**src/rtl/scan_sel_ctrl_pkg.sv**
```systemverilog
// Shared definitions for the scan select controller.
// Contents: FSM state encoding and the highest select value.
package scan_pkg;

    typedef enum logic [1:0] {
        IDLE  = 2'd0,
        SCAN  = 2'd1,
        BLANK = 2'd2
    } state_t;

    localparam logic [1:0] SEL_MAX = 2'd3;

endpackage

```
**src/rtl/scan_sel_ctrl_tick_gen.sv**
```systemverilog
// Dwell counter: counts 0..DIV-1 while run=1 and flags the last cycle.
// Ports:
//   clk  - system clock, rising edge
//   rst  - synchronous reset, active-high
//   run  - count enable; counter clears while low
//   tick - high during the final cycle of a dwell (cnt == DIV-1)
module tick_gen #(
    parameter int unsigned DIV = 4
) (
    input  logic clk,
    input  logic rst,
    input  logic run,
    output logic tick
);

    localparam int unsigned    CW      = $clog2(DIV);
    localparam logic [CW-1:0]  CNT_MAX = CW'(DIV - 1);

    logic [CW-1:0] cnt;

    assign tick = run && (cnt == CNT_MAX);

    // Restart each dwell from zero, and hold at zero whenever not scanning.
    always_ff @(posedge clk) begin
        if (rst || !run || tick) begin
            cnt <= '0;
        end else begin
            cnt <= cnt + CW'(1);
        end
    end

endmodule

```
**src/rtl/scan_sel_ctrl.sv**
```systemverilog
// Sequential select generator for a 2-to-4 decoder (A[1:0], E).
// Steps A through 0..3, dwelling DIV cycles on each value; start/stop control.
// Ports:
//   clk, rst     - clock and synchronous active-high reset
//   start        - begin scanning (only looked at while idle)
//   stop         - finish at the end of the current dwell
//   A, E         - decoder select and enable (registered)
//   busy         - high whenever not idle (registered)
//   wrap         - one-cycle pulse on the first digit-0 cycle after a 3->0 rollover
// Build option: define SCAN_BLANK_EN to insert a one-cycle blank (E=0) between digits.
module scan_sel_ctrl
    import scan_pkg::*;
#(
    parameter int unsigned DIV = 4
) (
    input  logic       clk,
    input  logic       rst,
    input  logic       start,
    input  logic       stop,
    output logic [1:0] A,
    output logic       E,
    output logic       busy,
    output logic       wrap
);

    state_t     state, state_d;
    logic       stop_pend, stop_pend_d;
    logic [1:0] a_d;
    logic       e_d, busy_d, wrap_d;
    logic       run, tick, stop_eff;

    assign run      = (state == SCAN);
    // A stop landing on the tick cycle itself still ends the scan on that tick.
    assign stop_eff = stop_pend | stop;

    tick_gen #(.DIV(DIV)) u_tick_gen (
        .clk  (clk),
        .rst  (rst),
        .run  (run),
        .tick (tick)
    );

    // State and output registers.
    always_ff @(posedge clk) begin
        if (rst) begin
            state     <= IDLE;
            stop_pend <= 1'b0;
            A         <= 2'b00;
            E         <= 1'b0;
            busy      <= 1'b0;
            wrap      <= 1'b0;
        end else begin
            state     <= state_d;
            stop_pend <= stop_pend_d;
            A         <= a_d;
            E         <= e_d;
            busy      <= busy_d;
            wrap      <= wrap_d;
        end
    end

    // Next-state and sticky stop request.
    always_comb begin
        state_d     = state;
        stop_pend_d = stop_pend;
        case (state)
            IDLE: begin
                stop_pend_d = 1'b0;
                if (start) begin
                    state_d     = SCAN;
                    stop_pend_d = stop;
                end
            end
            SCAN: begin
                stop_pend_d = stop_eff;
                if (tick && stop_eff) begin
                    state_d     = IDLE;
                    stop_pend_d = 1'b0;
                end
`ifdef SCAN_BLANK_EN
                else if (tick) begin
                    state_d = BLANK;
                end
`endif
            end
`ifdef SCAN_BLANK_EN
            BLANK: begin
                stop_pend_d = stop_eff;
                state_d     = SCAN;
            end
`endif
            default: begin
                state_d     = IDLE;
                stop_pend_d = 1'b0;
            end
        endcase
    end

    // Next values of the registered outputs.
    always_comb begin
        a_d    = A;
        wrap_d = 1'b0;
        case (state)
            IDLE: begin
                a_d = 2'b00;
            end
            SCAN: begin
                if (tick && stop_eff) begin
                    a_d = 2'b00;
                end
`ifndef SCAN_BLANK_EN
                else if (tick) begin
                    a_d    = A + 2'd1;
                    wrap_d = (A == SEL_MAX);
                end
`endif
            end
`ifdef SCAN_BLANK_EN
            BLANK: begin
                a_d    = A + 2'd1;
                wrap_d = (A == SEL_MAX);
            end
`endif
            default: begin
                a_d = 2'b00;
            end
        endcase
        e_d    = (state_d == SCAN);
        busy_d = (state_d != IDLE);
    end

endmodule
```
**config.mk**
```make
export PLATFORM = sky130hd
export DESIGN_NAME = scan_sel_ctrl
export DESIGN_NICKNAME = d
export VERILOG_FILES = /design/src/rtl/scan_sel_ctrl_pkg.sv /design/src/rtl/scan_sel_ctrl_tick_gen.sv /design/src/rtl/scan_sel_ctrl.sv
export SDC_FILE = /design/constraint.sdc
export NUM_CORES = 1
export LEC_CHECK = 0
export ABC_AREA = 1
export ABC_CLOCK_PERIOD_IN_PS = 900
export CORE_AREA = 2 2 39 41
export DETAILED_ROUTE_END_ITERATION = 6
export DIE_AREA = 0 0 41 43
export PLACE_DENSITY = 0.64
export SLEW_MARGIN = 0
export SYNTH_ARGS = -nofsm -noshare
export SYNTH_HDL_FRONTEND = slang
export SYNTH_SLANG_ARGS = --single-unit
```
**constraint.sdc**
```tcl
create_clock -name clk -period 0.9 [get_ports clk]
set_input_delay 0.27 -clock clk [delete_from_list [all_inputs] [get_ports clk]]
set_output_delay 0.27 -clock clk [all_outputs]
set_load 0.03 [all_outputs]
```
# After elaboration in Yosys (flattened, before gate mapping)

Index checks and enable logic that the tools add are counted.

Equal/unequal tests: 4
Add/sub/neg operators: 2
Reduce and logical (&&, ||, !) cells: 9
Bitwise logic cells: 3
Mux-type cells: 6

Operator list:

| kind                                                | count |
|---|---|
| adder 2 x 1 -> 2 bit, second input constant         | 2 |
| equality test 2 x 1 -> 1 bit, second input constant | 2 |
| equality test 2 bit, second input constant          | 2 |
| 2-to-1 mux 2 bit                                    | 2 |
| case mux 2 bit (2 select lines)                     | 1 |
| OR reduction 4 bit                                  | 1 |
| OR reduction 3 bit                                  | 1 |
| logical AND 1 bit                                   | 2 |
| logical NOT 2 bit                                   | 1 |
| logical OR 1 bit                                    | 2 |
| 2-to-1 mux 1 bit                                    | 2 |
| NOT 1 bit                                           | 2 |
| case mux 1 bit (2 select lines)                     | 1 |
| nonzero test 2 bit                                  | 1 |
| logical NOT 1 bit                                   | 1 |
| OR 1 bit                                            | 1 |

Input bits: 4
Output and inout bits: 5
Logic and storage cells: 31
Register bits after elaboration: 10

# Logic depth before layout (Yosys ltp)

Gate-level depths: netlist of run 1.

Depth after elaboration: 6
Gate-level depth with buffers: 6

# Cells and area by module

A second synthesis of run 1 with hierarchy kept.

Cell total of the unflattened synthesis: 45
Area, all modules: 382.9 um^2

By module, submodules not included:

| module        | area an instance (um^2) | instances | seq. area each (um^2) | cells an instance |
|---|---|---|---|---|
| scan_sel_ctrl | 294.0                   | 1         | 160.2                 | 34 |
| tick_gen      | 88.8                    | 1         | 40.0                  | 11 |

# Least setup slack after synthesis of run 1

Ideal clock, no wire load.

Path kind: register to register
Start: reg A[0]
End: reg A[1]
Data required time: 791 ps
Data arrival time: 1,004 ps
Path buffers: 0
Cell stages (with the launch flop): 6
Setup slack: -213 ps
Period minus slack after synthesis: 1,113 ps
Cell sequence: dfxtp_1 > ha_1 > nand4_1 > nand2_1 > nand2_1 > inv_1

Longest elaborated chain between the ends: 1

RTL lines:

| what                   | RTL line             | source |
|---|---|---|
| from (decl)            | scan_sel_ctrl.sv:20  | `output logic [1:0] A,` |
| from (signal assigned) | scan_sel_ctrl.sv:48  | `A <= 2'b00;` |
| from (signal assigned) | scan_sel_ctrl.sv:55  | `A <= a_d;` |
| adder 2 x 1 -> 2 bit   | scan_sel_ctrl.sv:113 | `a_d = A + 2'd1;` |

No other way between the ends.
A chain may end at the register's enable or synchronous reset.

# Final worst setup path of run 1

Start: reg A[1]
End: out A[1]

No word-level cell between the ends.

==> results of run 1 <==
[layout make-up]
type | instances | area (um2)
clock buffer | 3 | 22.5
fill | 136 | 706
timing repair buffer | 16 | 163
multi-input combinational | 32 | 220
sequential | 10 | 215
tap | 16 | 20.0
inverter | 10 | 37.5
[repair_timing]
| action | in CTS | in global routing |
|---|---|---|
| resized for setup | 18 | 9 |
| setup endpoints to repair | 14 | 14 |
| setup buffers | 4 | 0 |
| pin swaps | 6 | 7 |
[layer usage]
metal / wire length [um] / GRT usage [%] / vias up / share of wire, %
met5: 0 / 0 / - / 0
li1: - / - / 195 / -
met4: 31 / 8.00 / 0 / 4.3
met3: 58 / 7.85 / 5 / 8.0
met2: 358 / 13.4 / 11 / 49
met1: 275 / 8.41 / 149 / 38
[stage by stage]
stage               TNS [ps]  worst slack (ps)
floorplan              -2.81             -2.81
global placement       -2640              -317
detailed placement     -2800              -370
CTS                     -617              -120
global route            -814              -139
finish                  -524              -112
[flip-flops by register name, summed over array words and instances, names as in the netlist]
name	flops
u_tick_gen.cnt	2
state	2
busy	1
wrap	1
A	2
E	1
stop_pend	1
[worst min path at each step]
stage | endpoint | depth (start not counted) | from | slack, ps
after floorplan | stop_pend | 2 | stop | 410
after global placement | u_tick_gen.cnt[0] | 1 | u_tick_gen.cnt[0] | 450
after detailed placement | u_tick_gen.cnt[0] | 1 | u_tick_gen.cnt[0] | 460
after CTS | stop_pend | 3 | stop | 380
after global routing | busy | 4 | rst | 360
final | E | 4 | rst | 340
[placed cells by master, fill, tap and decap left out]
master	instances
inv_2	3
nor2_1	5
clkdlybuf4s50_1	1
nand3_2	1
dlymetal6s2s_1	1
buf_6	9
nand4_1	2
dfxtp_1	2
nand2_1	10
dfxtp_2	6
nand3_1	2
ha_4	2
dlygate4sd2_1	1
clkbuf_4	3
dfxtp_4	2
conb_1	1
nand3_4	1
nand2_2	3
inv_1	7
nor2_2	3
buf_4	4
nand2_4	2
[cell families after synthesis]
kind of cell  Yosys count  synth area share, %
flops                  10                 49.7
buf+inv                10                 9.32
fa+ha+maj               2                 6.21
simple gates           29                 33.8
other cells             1                0.931
[power by group through the flow]
stage / clock network, mW / registers [mW] / logic [mW]
global route: 0.331 / 0.463 / 0.0929
global placement: 0 / 0.466 / 0.0727
CTS: 0.312 / 0.459 / 0.0786
finish: 0.296 / 0.461 / 0.0835
floorplan: 0 / 0.477 / 0.0254
detailed placement: 0 / 0.466 / 0.0731
==> results.md, run 1 <==
- Status: finished, violations left
- Failing checks: negative setup slack
- Internal power: 0.645 mW
- Routability cong.: 0.651
- Synth unique cells: 12
- CTS tree: done
- Switching Fraction: 23.3%
- Max VDD drop: 0.512 mV
- Buf/Inv on CP: 1
- Crit-path max cell delay: 350 ps
- Period utilization: 112%
- TritonRoute pass-1 iters: 1
- Area leader, netlist: dfxtp_1
- Ant diodes: 0
- Pwr dens: 1240 mW/mm2
- Crit Path Class: flop to primary output
- Layout Cells excl Fill: 87
- Placed cell count: 80
- Root Driver: clkbuf_4
- Initial core utilization: 29.1%
- Pleak: 0.333 nW
- Via-per-instance ratio: 4.14
- Async set-reset flop share out of synthesis: 0%
- FP Rows: 14
- Final Hold Fails: 0
- Setup WS post-layout: -112 ps
- Finish-stage setup viols: 6
- Reg-to-Reg Start: A[0]
- CP required: 630 ps
- Crit-path leading delay family: flip-flops
- Vias in the first global route: 280
- Post-CTS Hold Buffers: 0
- CTS max path bufs: 2
- Port bufs: 8
- Ratio of cells with drive above 1 in the final layout: 54.9%
- Worst EP arrival: 740 ps
- Post-synth EDFFs: 0
- DIE WIDTH: 41 um
- CP endpoint: A[1]
- Flop pwr share: 54.9%
- Hpwl dp: 534 um
- RR Endpoint: A[1]
- DR iter-0 viols: 0
- Clk_lat worst skew: 260 ps
- Synthesized area per cell: 7.75 um2
- Post-synthesis cell area: 403 um2
- Clock power share: 35.2%
- Yosys warnings: 0
- Total GRT Usage: 9.66%
- Final nets: 79
- Core Util, Final: 49.0%
- Post-Syn Nets: 58
- Initial antenna violation count: 0
- Ys flop type: dfxtp_1
- Clock Sink Count: 10
- Final WL: 724 um
- Worst reg-to-reg path cell count: 6
- Top cell type's share of synthesized area: 49.7%
- DIE HEIGHT: 43 um
- DRC: 0
- Design Power: 0.841 mW
- Critical Path Start: A[1]
- Worst path slowest cell: dfxtp_4
- Crit. path cell count: 1
- GRT Residual Overflow: 0
- Cells after Synth: 52
- Via count: 360
- Core footprint: 0.00138 mm2
- Routed len/inst: 8.32 um
- CP Launch Type: flop
- Layout area overhead: 68.3%
- Placed Instance Area: 553 um2
- TritonCTS Buffers: 3
- Most common cell in the netlist: nand2_1
- Worst-path clk slew: 60 ps
- First-pass GRT wire length: 1040 um
- Clock Skews: 3.69 ps
- Worst-path maximum fanout: 3
- WHS: 338 ps
- Worst Hold Class: primary input to flop
- Crit path time final: 1010 ps
- H-tree depth: 1
- Max cap viols: 0
- Synthesis-stage register bit count: 10
- Slew Limit Fails: 0
- Net Switching: 0.196 mW
- RSZ-0062 raised after global routing: yes
- Die area: 0.00176 mm2
- Post-route cell area: 678 um2
- Antenna-violating nets left: 0
- Critical path, cell by cell: buf_6
- Sequential area share after synthesis: 49.7%
- Num ports: 9
- Max frequency: 988 MHz
- Most frequent cells after synthesis: nand2_1 (14), dfxtp_1 (10), inv_1 (9), nor2_1 (6), nand3_1 (3)
- Largest net degree at the start of global routing: 6
- Combinational Power Share: 9.9%
- FF-to-FF setup slack: -80 ps
- Synth area leaders: dfxtp_1 (50%), nand2_1 (13%), inv_1 (8.4%)
- Critical Path Sink Type: primary output
Power figures use the tool's default switching activity.
==> inputs of run 2 (changes only) <==
CTS_CLUSTER_SIZE = 12   (was default)
==> results of run 2 <==
The final DEF is identical to that of run 1; final timing and power are the same.
